--- src/rtl/dmem_arbiter.sv ---
// Two-port data memory arbiter: the core load/store path (port 0) and a
// loader/DMA port (port 1) share one single-port memory. Port 0 has priority
// until port 1 has been denied MAX_WAIT consecutive cycles. Every accepted
// request, read or write, gets exactly one registered response strobe in the
// following cycle on its own port. Addresses at or beyond DEPTH are accepted
// but flagged as errors and never touch the memory.
//
// Handshake: a port raises reqN and holds weN/addrN/wdataN stable until gntN
// is seen high at a rising edge. gntN is combinational and means "accepted
// this cycle". The response (rvalidN/errN/rdataN) is valid for exactly the
// next cycle and cannot be back-pressured.
module dmem_arbiter #(
    parameter int DEPTH    = 85,
    parameter int MAX_WAIT = 4
) (
    input  logic        clk,
    input  logic        rst_n,
    input  logic        req0,
    input  logic        req1,
    input  logic        we0,
    input  logic        we1,
    input  logic [31:0] addr0,
    input  logic [31:0] addr1,
    input  logic [31:0] wdata0,
    input  logic [31:0] wdata1,
    output logic        gnt0,
    output logic        gnt1,
    output logic        rvalid0,
    output logic        rvalid1,
    output logic [31:0] rdata0,
    output logic [31:0] rdata1,
    output logic        err0,
    output logic        err1,
    output logic [31:0] mem_A,
    output logic [31:0] mem_WD,
    output logic        mem_WE,
    input  logic [31:0] mem_RD,
    output logic [3:0]  dbg_wait_cnt
);

    localparam logic [31:0] DEPTH_W = 32'(DEPTH);
    localparam logic [3:0]  MAX_W   = 4'(MAX_WAIT);

    logic [3:0]  wait_cnt_q, wait_cnt_d;
    logic        rvalid0_q, rvalid0_d, rvalid1_q, rvalid1_d;
    logic        err0_q, err0_d, err1_q, err1_d;
    logic [31:0] rdata0_q, rdata0_d, rdata1_q, rdata1_d;

    logic        sel1;
    logic        any_gnt;
    logic        win_we;
    logic        win_in_range;
    logic [31:0] win_addr;
    logic [31:0] win_wdata;
    logic [31:0] rsp_rdata;

    // Arbitration, memory drive and next-state for the response registers.
    always_comb begin
        sel1 = req1 && (!req0 || (wait_cnt_q == MAX_W));
        gnt1 = rst_n && sel1;
        gnt0 = rst_n && req0 && !sel1;
        any_gnt = gnt0 || gnt1;

        win_addr  = gnt1 ? addr1  : addr0;
        win_wdata = gnt1 ? wdata1 : wdata0;
        win_we    = gnt1 ? we1    : we0;
        win_in_range = (win_addr < DEPTH_W);

        // Out-of-range accesses park the address at 0 so the memory never
        // sees an index beyond its depth.
        mem_A  = (any_gnt && win_in_range) ? win_addr : 32'd0;
        mem_WD = any_gnt ? win_wdata : 32'd0;
        mem_WE = any_gnt && win_we && win_in_range;

        rsp_rdata = (win_in_range && !win_we) ? mem_RD : 32'd0;

        rvalid0_d = gnt0;
        err0_d    = gnt0 && !win_in_range;
        rdata0_d  = gnt0 ? rsp_rdata : 32'd0;
        rvalid1_d = gnt1;
        err1_d    = gnt1 && !win_in_range;
        rdata1_d  = gnt1 ? rsp_rdata : 32'd0;

        // Count consecutive denied cycles of port 1, saturating at MAX_WAIT.
        if (req1 && !gnt1) begin
            wait_cnt_d = (wait_cnt_q == MAX_W) ? MAX_W : wait_cnt_q + 4'd1;
        end else begin
            wait_cnt_d = 4'd0;
        end
    end

    // Response registers and the port-1 wait counter.
    always_ff @(posedge clk or negedge rst_n) begin
        if (!rst_n) begin
            wait_cnt_q <= 4'd0;
            rvalid0_q  <= 1'b0;
            rvalid1_q  <= 1'b0;
            err0_q     <= 1'b0;
            err1_q     <= 1'b0;
            rdata0_q   <= 32'd0;
            rdata1_q   <= 32'd0;
        end else begin
            wait_cnt_q <= wait_cnt_d;
            rvalid0_q  <= rvalid0_d;
            rvalid1_q  <= rvalid1_d;
            err0_q     <= err0_d;
            err1_q     <= err1_d;
            rdata0_q   <= rdata0_d;
            rdata1_q   <= rdata1_d;
        end
    end

    assign rvalid0      = rvalid0_q;
    assign rvalid1      = rvalid1_q;
    assign err0         = err0_q;
    assign err1         = err1_q;
    assign rdata0       = rdata0_q;
    assign rdata1       = rdata1_q;
    assign dbg_wait_cnt = wait_cnt_q;

endmodule

--- config.mk ---
export PLATFORM = sky130hd
export DESIGN_NAME = dmem_arbiter
export DESIGN_NICKNAME = d
export VERILOG_FILES = /design/src/rtl/dmem_arbiter.sv
export SDC_FILE = /design/constraint.sdc
export NUM_CORES = 1
export LEC_CHECK = 0
export ABC_AREA = 1
export BUFFER_PORTS_ARGS = -buffer_cell sky130_fd_sc_hd__buf_2
export CORE_AREA = 2 2 120 122
export CTS_CLUSTER_DIAMETER = 200
export CTS_CLUSTER_SIZE = 28
export DETAILED_ROUTE_END_ITERATION = 8
export DIE_AREA = 0 0 122 124
export REMOVE_ABC_BUFFERS = 1
export SYNTH_ARGS = -nofsm -noshare
export SYNTH_HDL_FRONTEND = slang
export SYNTH_SLANG_ARGS = --single-unit
--- constraint.sdc ---
create_clock -name clk -period 4.17 [get_ports clk]
set_clock_uncertainty 0.05 [all_clocks]
set_input_delay 0.2085 -clock clk [delete_from_list [all_inputs] [get_ports clk]]
set_output_delay 0.2085 -clock clk [all_outputs]
set_load 0.05 [all_outputs]
Word level (Yosys, flattened, before mapping)
Index checks and enable logic that the tools add are counted.
{"block": "classes", "reduce_logical": 18, "addsub": 1, "eq_ne": 1, "n_lt_le_gt_ge": 1, "muxes": 10}
{"cell": "two-way mux 32 bit", "count": 7}
{"cell": "less-than comparator 32 x 7 -> 1 bit, second input constant", "count": 1}
{"cell": "logical AND 1 bit", "count": 11}
{"cell": "two-way mux 4 bit", "count": 2}
{"cell": "zero test 1 bit", "count": 5}
{"cell": "adder 4 x 1 -> 4 bit, second input constant", "count": 1}
{"cell": "== test 4 x 3 -> 1 bit, second input constant", "count": 1}
{"cell": "logical OR 1 bit", "count": 2}
{"cell": "two-way mux 1 bit", "count": 1}
{"block": "totals", "out_inout_bits": 139, "in_bits": 166, "word_cells": 38, "reg_bits": 72}

Logic depth before layout (Yosys ltp)
{"block": "logic_depth", "depth_word": 9, "ltp_mapped": 16, "mapped_depth_nobuf": 14}

Least setup slack after synthesis
No wires, ideal clock.
{"block": "synth_timing", "path_type": "flip-flop to output port", "startpoint": "register wait_cnt_q[0], in the netlist dbg_wait_cnt[0]", "endpoint": "output port mem_WD[22]", "arrival_ps": 2940, "slack_ps": 972, "path_buffers": 2, "stages_incl_launch_ff": 11, "cell_sequence": "dfrtp_1 inv_1 ha_1 nand3_1 nand2_2 buf_2 nand2_1 nand3_1 inv_1 buf_1 a22o_1"}
{"block": "synth_between", "elab_chain_cells": 7}
{"element": "start, declared", "line": "44", "text": "logic [3:0] wait_cnt_q, wait_cnt_d;"}
{"element": "start signal, assigned", "line": "103", "text": "wait_cnt_q <= wait_cnt_d;"}
{"element": "== test 4 x 3 -> 1 bit", "line": "59", "text": "sel1 = req1 && (!req0 || (wait_cnt_q == MAX_W));"}
{"element": "logical OR 1 bit", "line": "59"}
{"element": "logical AND 1 bit", "line": "59"}
{"element": "zero test 1 bit", "line": "61", "text": "gnt0 = rst_n && req0 && !sel1;"}
{"element": "logical AND 1 bit", "line": "61"}
{"element": "via gnt0", "line": "26", "text": "output logic gnt0,"}
{"element": "logical OR 1 bit", "line": "62", "text": "any_gnt = gnt0 || gnt1;"}
{"element": "two-way mux 32 bit", "line": "72", "text": "mem_WD = any_gnt ? win_wdata : 32'd0;"}
{"element": "end, declared", "line": "35", "text": "output logic [31:0] mem_WD,"}
The timed path passes the listed nets, and every way through them passes these cells.

Worst setup path in the final report
{"block": "layout_timing", "startpoint": "register wait_cnt_q[0], in the netlist dbg_wait_cnt[0]", "endpoint": "output port mem_A[0]"}
{"block": "layout_between", "elab_chain_cells": 8}
{"element": "== test 4 x 3 -> 1 bit (*)", "line": "59"}
{"element": "logical OR 1 bit (*)", "line": "59"}
{"element": "logical AND 1 bit (*)", "line": "59"}
{"element": "logical AND 1 bit / zero test 1 bit (equally long branches)", "line": "60, 61"}
{"element": "two-way mux 32 bit / logical AND 1 bit (equally long branches)", "line": "64, 61"}
{"element": "less-than comparator 32 x 7 -> 1 bit / logical OR 1 bit (equally long branches)", "line": "67, 62"}
{"element": "logical AND 1 bit", "line": "71", "text": "mem_A = (any_gnt && win_in_range) ? win_addr : 32'd0;"}
{"element": "two-way mux 32 bit (*)", "line": "71"}
{"element": "end, declared", "line": "34", "text": "output logic [31:0] mem_A,"}
Every way passes the cells marked *; elsewhere a longest branch is shown, timed or not.

==> summary.md <==
| Metric | Value |
|---|---|
| CP Capture Point | mem_A[0] |
| Die area | roughly 0.015 sq mm |
| Crit path depth | 16 |
| Syn_area_per_cell | approximately 8.2 sq um |
| Skew-Pair Late Insertion Delay | between 0.3 and 0.4 ns |
| Ordered list of cells on the worst path | inv_1, ha_1, nand3_1, nand2_4, nand3_4, inv_2, buf_4, nand2_1, o21ai_1, nand2_1, nor2_1, nand2_1, nor2_4, nand3_1, nor2_1, buf_2 |
| TritonCTS buffer count | 9 |
| Final setup vio count | 0 |
| Commonest cells in the netlist | nor2_1 (88), nand2_1 (73), dfrtp_1 (72) |
| P_leak | 0.00334 uW |
| FF-to-FF End | rdata0[5] |
| Fin. Hold Viols | 0 |
| CTS H-tree depth | 3 |
| Largest net degree at the start of global routing | 82 |
| R2R Setup Slk | 1.04 ns |
| Hold_sp | mem_RD[31] |
| Worst R2R Path Depth | 16 |
| PD cells | about 340 mW/mm^2 |
| DRC viols | 0 |
| Vias in the first global route | 3721 |
| DR iter-0 viols | between 200 and 250 |
| CTS Root Buffer Type | clkbuf_16 |
| Worst-path clk slew | around 0.06 ns |
| CP top delay family | simple AND/OR/NAND/NOR gates |
| Cell mode on critical path | nand2_1 |
| FF+latch count, synth | between 70 and 80 |
| HP Class | input port to register |
| Worst vdd ir | approximately 0.20 mV |
| Total wire length | roughly 14 mm |
| Bufs and invs on worst path | 4 |
| CTS sink cnt | a little over 70 |
| Via density | 4.43 |
| First-pass GRT wire length | 19.6 mm |
| Routability congestion estimate | between 0.7 and 0.8 |
| Seq/Total Area, Yosys | a little under 50% |
| Setup crit start kind | register |
| Final Cycle Share | between 80% and 90% |
| Final Slew Violations | 0 |
| Synth top area share | roughly half |
| Crit path max-delay cell type | dfrtp_1 |
| Kind of end point of the critical path | primary output |
| Synthesized area | around 0.0037 sq mm |
| Worst path max stage delay | 0.41 ns |
| Hold Slack | between 0.09 and 0.1 ns |
| Top_reg_cell synth | dfrtp_1 |
| Status | complete, no violations |
| DR vias | 4032 |
| I/O pin cnt | between 300 and 400 |
| Fin cells | between 900 and 1000 |
| Cell Rows | 43 |
| Max Root-Sink Buffers | 2 |
| Worst-margin pin slew | a little over 1 ns |
| Setup bufs post-CTS | 0 |
| Required time of the critical path | around 3.9 ns |
| NumNets Final | 892 |
| Critical-path maximum fanout | 35 |
| Tmin final | 3.73 ns |
| Final Core Density | between 40 and 50% |
| Crit path DAT | approximately 3.5 ns |
| Die Width | 122 um |
| Layout cells sized above 1 | around 43% |
| Reg-to-reg critical path startpoint | dbg_wait_cnt[0] |
| Slew headroom | between 30 and 40% |
| Initial antenna violation count | 1 |
| Unrepaired setup endpoints after global routing | no |
| Syn. warnings | 0 |
| Crit path kind | register to primary output |
| Final ANT Viol Nets | 0 |
| MaxCap Viol Count | 0 |
| Grt total ovfl | 0 |
| DP HPWL | 10.3 mm |
| Core Area | between 0.01 and 0.015 sq mm |
| CTS tree | yes |
| Most common cell in the netlist | nor2_1 |
| Ys async rst share | 100% |
| Fmax | approximately 270 MHz |
| P&R area growth vs syn | 48.5% |
| I/O Buffers | 279 |
| Starting density of the core | between 20 and 30% |
| Leading area contributor after synthesis | dfrtp_1 |
| DP Cell Count | around 890 |
| Crit. Startpoint | dbg_wait_cnt[0] |
| Synth unique cells | 26 |
| Number of enable flip-flop cells after synthesis | 0 |
| First-pass DRT Iterations | 4 |
| Post-Synthesis Cells | about 460 |
| Tot GR Track Use | between 10% and 20% |
| Die Y | between 100 and 150 um |
| Drt wl/cell | ~15 um |
| Synth area leaders | dfrtp_1 (48%), nor2_1 (8.8%), nand4_1 (8.5%) |
| Total Neg Setup Slack | 0 ns |
==> report_power, final <==
group / switching, uW / internal, uW / total, uW
logic: 284 / 120 / 404
clock network: 294 / 481 / 775
registers: 4.28 / 704 / 708
==> cell type report <==
| cell class | count | area (sq um) |
|---|---|---|
| fillers | 1446 | 8150 |
| well taps | 180 | 225 |
| flip-flops and latches | 72 | 1800 |
| clock buffers | 10 | 239 |
| clock inverters | 6 | 67.6 |
| repair buffers | 289 | 1510 |
| inverters | 49 | 184 |
| multi-input cells | 303 | 1540 |
| diodes | 1 | 2.50 |
==> what timing repair did <==
action | in CTS | in global routing
setup endpoints to repair | 0 | 1
resized for setup | 0 | 1
hold buffers | 1 | 0
endpoints found under the hold margin | 10 | 0
==> worst min path at each step <==
stage | cells after the start | to
after CTS | 3 | rdata0[6]
after global placement | 1 | rdata1[7]
after global routing | 3 | rdata0[31]
final | 3 | rdata0[31]
after floorplan | 0 | dbg_wait_cnt[0]
after detailed placement | 1 | rvalid1
==> kinds of logic (layout without fill, tap and decap cells) <==
kind of cell | after synthesis | in the layout | share of synthesized area (%)
buffers and inverters | 107 | 354 | 13.7
AND/OR/NAND/NOR | 225 | 225 | 27.2
other | 1 | 26 | 0.100
flip-flops | 72 | 72 | 48.1
AO/OA/AOI/OAI | 49 | 49 | 9.78
adder cells (fa/ha/maj) | 2 | 2 | 0.668
multiplexers | 1 | 1 | 0.267
XOR/XNOR | 1 | 1 | 0.234
==> per-stage QoR <==
step                      area (sq um)  setup WS [ns]  power [uW]
after global placement            5240          0.626        1130
after CTS                         5560          0.198        1920
after global routing              5560         0.0671        1980
final                             5570          0.441        1890
after detailed placement          5240          0.580        1130
after floorplan                   3510         -0.415         957
==> sequential cells by signal, summed over array words and instances (netlist names) <==
| name | count |
|---|---|
| err0 | 1 |
| rdata0 | 32 |
| rvalid1 | 1 |
| dbg_wait_cnt | 4 |
| rvalid0 | 1 |
| rdata1 | 32 |
| err1 | 1 |
==> metal layers <==
| layer | GRT usage, % | up-vias | wire length (um) |
|---|---|---|---|
| li1 | - | 1989 | - |
| met1 | 24.2 | 1845 | 6190 |
| met2 | 26.4 | 189 | 6240 |
| met3 | 3.85 | 9 | 1010 |
| met4 | 3.88 | 0 | 118 |
| met5 | 0 | - | 0 |
==> cell usage in the layout, fill, tap and decap left out, types with 10 or more instances in the layout <==
cell type and instances:
buf_2 276, nor2_1 88, nand2_1 73, dfrtp_1 72, nand4_1 51, inv_1 48
a22o_1 32, conb_1 25, o21ai_1 10, buf_4 10
==> worst min-delay path, cell delays in order <==
cell and delay (ns):
buf_2 0.10, nand4_1 0.09, nor2_1 0.04
Note: power is estimated with default switching activity, not from simulation.
